<file path="config.mk">
export PLATFORM = sky130hd
export DESIGN_NAME = vga_mode_ctrl
export DESIGN_NICKNAME = d
export VERILOG_FILES = /design/src/rtl/vga_pkg.sv /design/src/rtl/button_debounce.sv /design/src/rtl/vga_mode_ctrl.sv
export SDC_FILE = /design/constraint.sdc
export NUM_CORES = 1
export LEC_CHECK = 0
export ABC_AREA = 1
export BUFFER_PORTS_ARGS = -buffer_cell sky130_fd_sc_hd__buf_2
export CAP_MARGIN = 20
export CORE_MARGIN = 2
export CORE_UTILIZATION = 62
export CTS_BUF_LIST = sky130_fd_sc_hd__clkbuf_8 sky130_fd_sc_hd__clkbuf_16
export DETAILED_ROUTE_END_ITERATION = 7
export PLACE_DENSITY = 0.8
export REMOVE_ABC_BUFFERS = 1
export SYNTH_ARGS = -nofsm -noshare
export SYNTH_HDL_FRONTEND = slang
export SYNTH_HIERARCHICAL = 1
export SYNTH_SLANG_ARGS = --single-unit
</file>
<file path="constraint.sdc">
create_clock -name clk_pixel_in -period 3.01 [get_ports clk_pixel_in]
set_input_delay 0.1505 -clock clk_pixel_in [delete_from_list [all_inputs] [get_ports clk_pixel_in]]
set_output_delay 0.1505 -clock clk_pixel_in [all_outputs]
set_load 0.01 [all_outputs]
</file>
<file path="src/rtl/vga_pkg.sv">
// Shared types for the VGA layer-select path: video/overlay encodings,
// the packed layer-select word, controller FSM state and field step helpers.
// No ports; pure compile-time definitions.
package vga_pkg;

    typedef enum logic [1:0] {
        CAM_GAME = 2'b00,
        CHANNEL  = 2'b01,
        THRESH   = 2'b10,
        Y_MASK   = 2'b11
    } video_mode_t;

    typedef enum logic [1:0] {
        NONE      = 2'b00,
        CROSSHAIR = 2'b01,
        SPRITE    = 2'b10,
        TEST      = 2'b11
    } overlay_t;

    // Overlay in the upper half, base mode in the lower half.
    typedef struct packed {
        overlay_t    ov;
        video_mode_t base;
    } layer_sel_t;

    typedef enum logic [1:0] {
        ST_NORMAL  = 2'b00,
        ST_PENDING = 2'b01,
        ST_FLASH   = 2'b10
    } ctrl_state_t;

    function automatic video_mode_t next_base(input video_mode_t b);
        return video_mode_t'(2'(b + 2'd1));
    endfunction

    // TEST is only ever entered by the flash path, so a button press skips it.
    function automatic overlay_t next_ov(input overlay_t o);
        case (o)
            NONE:      return CROSSHAIR;
            CROSSHAIR: return SPRITE;
            default:   return NONE;
        endcase
    endfunction

endpackage

</file>
<file path="src/rtl/button_debounce.sv">
// Button conditioner: 2-FF synchronizer, saturating debouncer, rising-edge pulse.
// Latency: 2 sync cycles + DEBOUNCE_CYCLES stable cycles, pulse registered.
// No backpressure; press_out is a one-cycle pulse per accepted press.
// Ports: clk_pixel_in/rst_n_in (async active-low), btn_in raw, press_out pulse.
module button_debounce #(
    parameter int DEBOUNCE_CYCLES = 650_000
) (
    input  logic clk_pixel_in,
    input  logic rst_n_in,
    input  logic btn_in,
    output logic press_out
);

    localparam int CW = (DEBOUNCE_CYCLES < 2) ? 1 : $clog2(DEBOUNCE_CYCLES + 1);

    logic          sync_ff1;
    logic          sync_ff2;
    logic          db_level;
    logic [CW-1:0] db_cnt;

    always_ff @(posedge clk_pixel_in or negedge rst_n_in) begin
        if (!rst_n_in) begin
            sync_ff1  <= 1'b0;
            sync_ff2  <= 1'b0;
            db_level  <= 1'b0;
            db_cnt    <= '0;
            press_out <= 1'b0;
        end else begin
            sync_ff1  <= btn_in;
            sync_ff2  <= sync_ff1;
            press_out <= 1'b0;
            if (sync_ff2 == db_level) begin
                // Input fell back to the accepted level: the candidate is dropped.
                db_cnt <= '0;
            end else if (db_cnt == CW'(DEBOUNCE_CYCLES - 1)) begin
                // Held long enough; accept and emit a pulse on the rising level only.
                db_level  <= sync_ff2;
                db_cnt    <= '0;
                press_out <= sync_ff2;
            end else begin
                db_cnt <= db_cnt + 1'b1;
            end
        end
    end

endmodule

</file>
<file path="src/rtl/vga_mode_ctrl.sv">
// Frame-synchronous owner of the VGA layer-select word; button steps land in a
// shadow and commit on new_frame_in. Latency: request->shadow 1 cycle, commit at frame edge.
// No backpressure; requests always accepted, sel_out changes at most once per frame.
// Ports: clk_pixel_in, rst_n_in (async active-low), mode_btn_in, overlay_btn_in,
// new_frame_in, hit_in -> sel_out[3:0], sel_update_out, pending_out.
// Optional hit-flash overlay enabled by defining VGA_MODE_CTRL_FLASH_EN.
module vga_mode_ctrl
    import vga_pkg::*;
#(
    parameter int         DEBOUNCE_CYCLES = 650_000,
    parameter int         FLASH_FRAMES    = 8,
    parameter logic [3:0] RESET_SEL       = 4'b0100
) (
    input  logic       clk_pixel_in,
    input  logic       rst_n_in,
    input  logic       mode_btn_in,
    input  logic       overlay_btn_in,
    input  logic       new_frame_in,
    input  logic       hit_in,
    output logic [3:0] sel_out,
    output logic       sel_update_out,
    output logic       pending_out
);

    logic        mode_req;
    logic        ov_req;
    layer_sel_t  shadow;
    layer_sel_t  shadow_nxt;
    layer_sel_t  sel_q;
    layer_sel_t  sel_nxt;
    ctrl_state_t state;
    ctrl_state_t state_nxt;

    button_debounce #(.DEBOUNCE_CYCLES(DEBOUNCE_CYCLES)) u_mode_db (
        .clk_pixel_in (clk_pixel_in),
        .rst_n_in     (rst_n_in),
        .btn_in       (mode_btn_in),
        .press_out    (mode_req)
    );

    button_debounce #(.DEBOUNCE_CYCLES(DEBOUNCE_CYCLES)) u_ov_db (
        .clk_pixel_in (clk_pixel_in),
        .rst_n_in     (rst_n_in),
        .btn_in       (overlay_btn_in),
        .press_out    (ov_req)
    );

    always_comb begin
        shadow_nxt = shadow;
        if (mode_req) shadow_nxt.base = next_base(shadow.base);
        if (ov_req)   shadow_nxt.ov   = next_ov(shadow.ov);
    end

`ifdef VGA_MODE_CTRL_FLASH_EN
    localparam int FCW = $clog2(FLASH_FRAMES + 1);

    logic           flash_latch;
    logic           latch_nxt;
    logic [FCW-1:0] flash_cnt;
    logic [FCW-1:0] cnt_nxt;

    always_comb begin
        sel_nxt   = sel_q;
        latch_nxt = flash_latch | hit_in;
        cnt_nxt   = flash_cnt;
        if (new_frame_in) begin
            case (state)
                ST_PENDING: begin
                    // Commit uses the pre-request shadow; a same-cycle request stays pending.
                    sel_nxt = shadow;
                    if (flash_latch) begin
                        sel_nxt.ov = TEST;
                        cnt_nxt    = FCW'(FLASH_FRAMES);
                        latch_nxt  = hit_in;
                    end
                end
                ST_FLASH: begin
                    sel_nxt.ov   = TEST;
                    sel_nxt.base = shadow.base;
                    if (flash_latch) begin
                        // A hit during the flash restarts the full duration.
                        cnt_nxt   = FCW'(FLASH_FRAMES);
                        latch_nxt = hit_in;
                    end else if (flash_cnt == FCW'(1)) begin
                        sel_nxt = shadow;
                        cnt_nxt = '0;
                    end else begin
                        cnt_nxt = flash_cnt - 1'b1;
                    end
                end
                default: ;
            endcase
        end
        // A non-zero count means the overlay is still forced.
        if (cnt_nxt != '0)
            state_nxt = ST_FLASH;
        else if ((shadow_nxt != sel_nxt) || latch_nxt)
            state_nxt = ST_PENDING;
        else
            state_nxt = ST_NORMAL;
    end

    always_ff @(posedge clk_pixel_in or negedge rst_n_in) begin
        if (!rst_n_in) begin
            flash_latch <= 1'b0;
            flash_cnt   <= '0;
        end else begin
            flash_latch <= latch_nxt;
            flash_cnt   <= cnt_nxt;
        end
    end
`else
    // hit_in stays on the port list so both builds share one pinout.
    logic unused_flash;
    assign unused_flash = hit_in | (FLASH_FRAMES == 0);

    always_comb begin
        sel_nxt = sel_q;
        if (new_frame_in && (state == ST_PENDING))
            sel_nxt = shadow;
        state_nxt = (shadow_nxt != sel_nxt) ? ST_PENDING : ST_NORMAL;
    end
`endif

    always_ff @(posedge clk_pixel_in or negedge rst_n_in) begin
        if (!rst_n_in) begin
            shadow         <= layer_sel_t'(RESET_SEL);
            sel_q          <= layer_sel_t'(RESET_SEL);
            state          <= ST_NORMAL;
            sel_update_out <= 1'b0;
            pending_out    <= 1'b0;
        end else begin
            shadow         <= shadow_nxt;
            sel_q          <= sel_nxt;
            state          <= state_nxt;
            sel_update_out <= (sel_nxt != sel_q);
            pending_out    <= (state_nxt == ST_PENDING);
        end
    end

    assign sel_out = sel_q;

endmodule

</file>
==> results_dict.tcl <==
set metrics [dict create \
    syn_area_sq_mm 0.00333 \
    max_freq_mhz 633 \
    power_leakage_nw 1.79 \
    power_density_mw_per_mm2 452 \
    nets 497 \
    track_usage 0.258 \
    yosys.area.top_type_share 0.421 \
    start_kind "flip-flop" \
    timing.rr.end "u_mode_db/db_cnt[9]" \
    p_int_mw 1.34 \
    r2r_slack_ns 1.43 \
    grt_antenna_before_repair 0 \
    grt_setup_unrepaired "no" \
    critPathMaxFanout 8 \
    synth-xor-area-share 0.0470 \
    required_ns 3.22 \
    nFillCells 424 \
    synth_common_cells "nand2_1 (135), nor2_1 (93), dfrtp_1 (56), inv_1 (48), nand3_1 (44)" \
    synth.area.mux_share 0 \
    area_growth_pct 11.9 \
    synth-seq-cells 58 \
    power_frac_seq 0.474 \
    via_per_inst 5.14 \
    comb_power_share 0.030 \
    clockPowerShare 0.496 \
    avgSynthCellArea_sq_um 7.16 \
    clock-sinks 58 \
    coreArea_sq_mm 0.00514 \
    antenna_cells 0 \
    hold_class "input pin to flip-flop" \
    clockRootBuffer "clkbuf_8" \
    netlist.top_cell.by_area "dfrtp_1" \
    critPathKind "flip-flop to flip-flop" \
    synth.distinct_cells 25 \
    placed_area_sq_mm 0.00346 \
    synth_top_family_by_area "simple AND/OR/NAND/NOR gates" \
    die_x_um 77.3 \
    skew_ns 0.0109 \
    cts_tree "yes" \
    slew_headroom 0.717 \
    max-vdd-ir-drop_mv 0.265 \
    ys_seq_area_frac 0.437 \
    cts_inserted_buffers 9 \
    finalCritPeriodShare 0.525 \
    layout-drive-gt1-share 0.140 \
    finalSetupTns_ns 0 \
    clk-insertion-delay-late_ns 0.33 \
    hold_start "new_frame_in" \
    worstPathArrival_ns 1.79 \
    grt_max_degree 22 \
    gp_congestion 0.892 \
    final_max_slew_viol_count 0 \
    first_iter_violations 245 \
    finalCriticalPeriod_ns 1.58 \
    outcome "finished, final reports clean" \
    post-dp-hpwl_um 4850 \
    yosysMostFrequentCell "nand2_1" \
    final_area_sq_mm 0.00373 \
    whs_ns 0.193 \
    start_util 0.648 \
    finalHoldViolCount 0 \
    seq_area_sq_mm 0.00145 \
    synthSimpleGateAreaFrac 0.420 \
    cts-resized-gates 0 \
    synth_edf_count 0 \
    postCtsSetupRepairBufs 0 \
    cts.htree.levels 3 \
    die_y_um 77.3 \
    synthCells 465 \
    setup_violations 0 \
    yosys_warnings 6 \
    ant_nets 0 \
    drc 0 \
    synth_adder_area_share 0.00751 \
    worstMarginPinSlew_ns 0.424 \
    r2r-start "u_mode_db/db_cnt[0]" \
    grt_pass1_vias 2826 \
    synth_ff_type "dfrtp_1" \
    synth_compound_area_frac 0.0203 \
    worst_setup_path_end_kind "flip-flop" \
    grt_pass1_wl_um 12200 \
    io_buffers 10 \
    wl_per_cell_um 12.0 \
    wirelength_um 6740 \
    dieArea_sq_mm 0.00597 \
    swShare 0.208 \
    hold_path_depth 3 \
    clock_path_buffers 2 \
    multi_input_area_sq_mm 0.00165 \
    boundaryPins 12 \
    overflow 0 \
    clkTransAtPathRegs_ns 0.07 \
    synth-async-reset-ratio 1.00 \
    synthTopCellsByArea "dfrtp_1 (42%), nand2_1 (15%), nor2_1 (10%)" \
    reg2regPathDepth 6 \
    hold_buffers 3 \
    drt_first_pass_iters 4 \
    rows 26 \
    p_switching_mw 0.350 \
    cap_violations 0 \
    min_to "sel_out[2]" \
    vias 2899 \
]
worst max path at each step:
stage | start | end | slack (ns) | depth (start not counted)
after floorplan | u_mode_db/db_cnt[0] | u_mode_db/db_cnt[16] | 1.72 | 8
after global placement | u_mode_db/db_cnt[0] | u_mode_db/db_cnt[9] | 1.51 | 6
after detailed placement | u_ov_db/db_cnt[0] | u_ov_db/db_cnt[11] | 1.49 | 6
after CTS | u_mode_db/db_cnt[0] | u_mode_db/db_cnt[16] | 1.43 | 9
after global routing | u_mode_db/db_cnt[0] | u_mode_db/db_cnt[18] | 1.25 | 7
final | u_mode_db/db_cnt[0] | u_mode_db/db_cnt[9] | 1.43 | 6
cells in the final DEF (no fill, tap or decap), types with 3 or more instances in the layout:
cell type and n:
a21oi_1 6, xor2_1 10, nor2_4 4, clkbuf_8 12, buf_2 10, nand4_1 4, o21ai_0 4, dlygate4sd3_1 3
nand2_1 135, inv_2 7, inv_1 48, nor2_1 93, nand2_2 16, nand3_1 44, dfrtp_1 56, nor3_1 10
xnor2_1 6, nor2_2 7
power by group through the flow:
| stage | logic, mW | clock network [mW] | registers [mW] |
|---|---|---|---|
| 4_1_cts | 0.0520 | 0.859 | 0.798 |
| 3_3_place_gp | 0.0474 | 0 | 0.811 |
| 3_5_place_dp | 0.0482 | 0 | 0.812 |
| 2_1_floorplan | 0.0195 | 0 | 0.810 |
| 6_report | 0.0504 | 0.837 | 0.798 |
| 5_1_grt | 0.0592 | 0.884 | 0.799 |
worst max-delay path, cell delays in order (launching register included):
cell,delay [ns]
dfrtp_1,0.46
ha_1,0.24
nand3_1,0.15
nor2_1,0.14
nand3_1,0.16
nand2_2,0.23
nor2_1,0.08
cells by family (layout without fill, tap and decap cells):
kind of cell             Yosys count  in the layout
AO/OA/AOI/OAI                     13             13
XOR/XNOR                          17             17
adder cells (fa/ha/maj)            2              2
buffers and inverters             57             86
flip-flops                        58             58
AND/OR/NAND/NOR                  318            318
layer usage:
metal,global-route usage,wire length (um),share of wire,up-vias
met5,0,0,0,-
met4,0.105,61,0.0090,0
met3,0.0494,295,0.044,6
met2,0.413,3070,0.45,62
met1,0.345,3320,0.49,1340
li1,-,-,-,1491
per-stage QoR:
step	total power, mW	worst slack [ns]	std cells	utilization
global route	1.74	1.25	564	0.725
CTS	1.71	1.43	564	0.725
global placement	0.859	1.51	545	0.673
floorplan	0.830	1.72	463	-
finish	1.68	1.43	564	0.725
detailed placement	0.860	1.49	545	0.673
layout make-up:
class                           instances  area share
Inverter                               55      0.0554
Clock buffer                           12      0.0443
Timing Repair Buffer                   15      0.0255
Tap cell                               70      0.0235
Clock inverter                          4      0.0195
Multi-Input combinational cell        350       0.442
Sequential cell                        58       0.390
flip-flops by register name, indices dropped and copies added, names as in the netlist:
register	flops
u_mode_db/db_level	1
sel_out	4
u_mode_db/db_cnt	20
u_ov_db/sync_ff1	1
pending_out	1
u_mode_db/press_out	1
u_ov_db/db_level	1
shadow	4
u_ov_db/sync_ff2	1
u_ov_db/press_out	1
u_ov_db/db_cnt	20
u_mode_db/sync_ff1	1
u_mode_db/sync_ff2	1
sel_update_out	1
No activity file was read; power rests on OpenSTA's default activity.
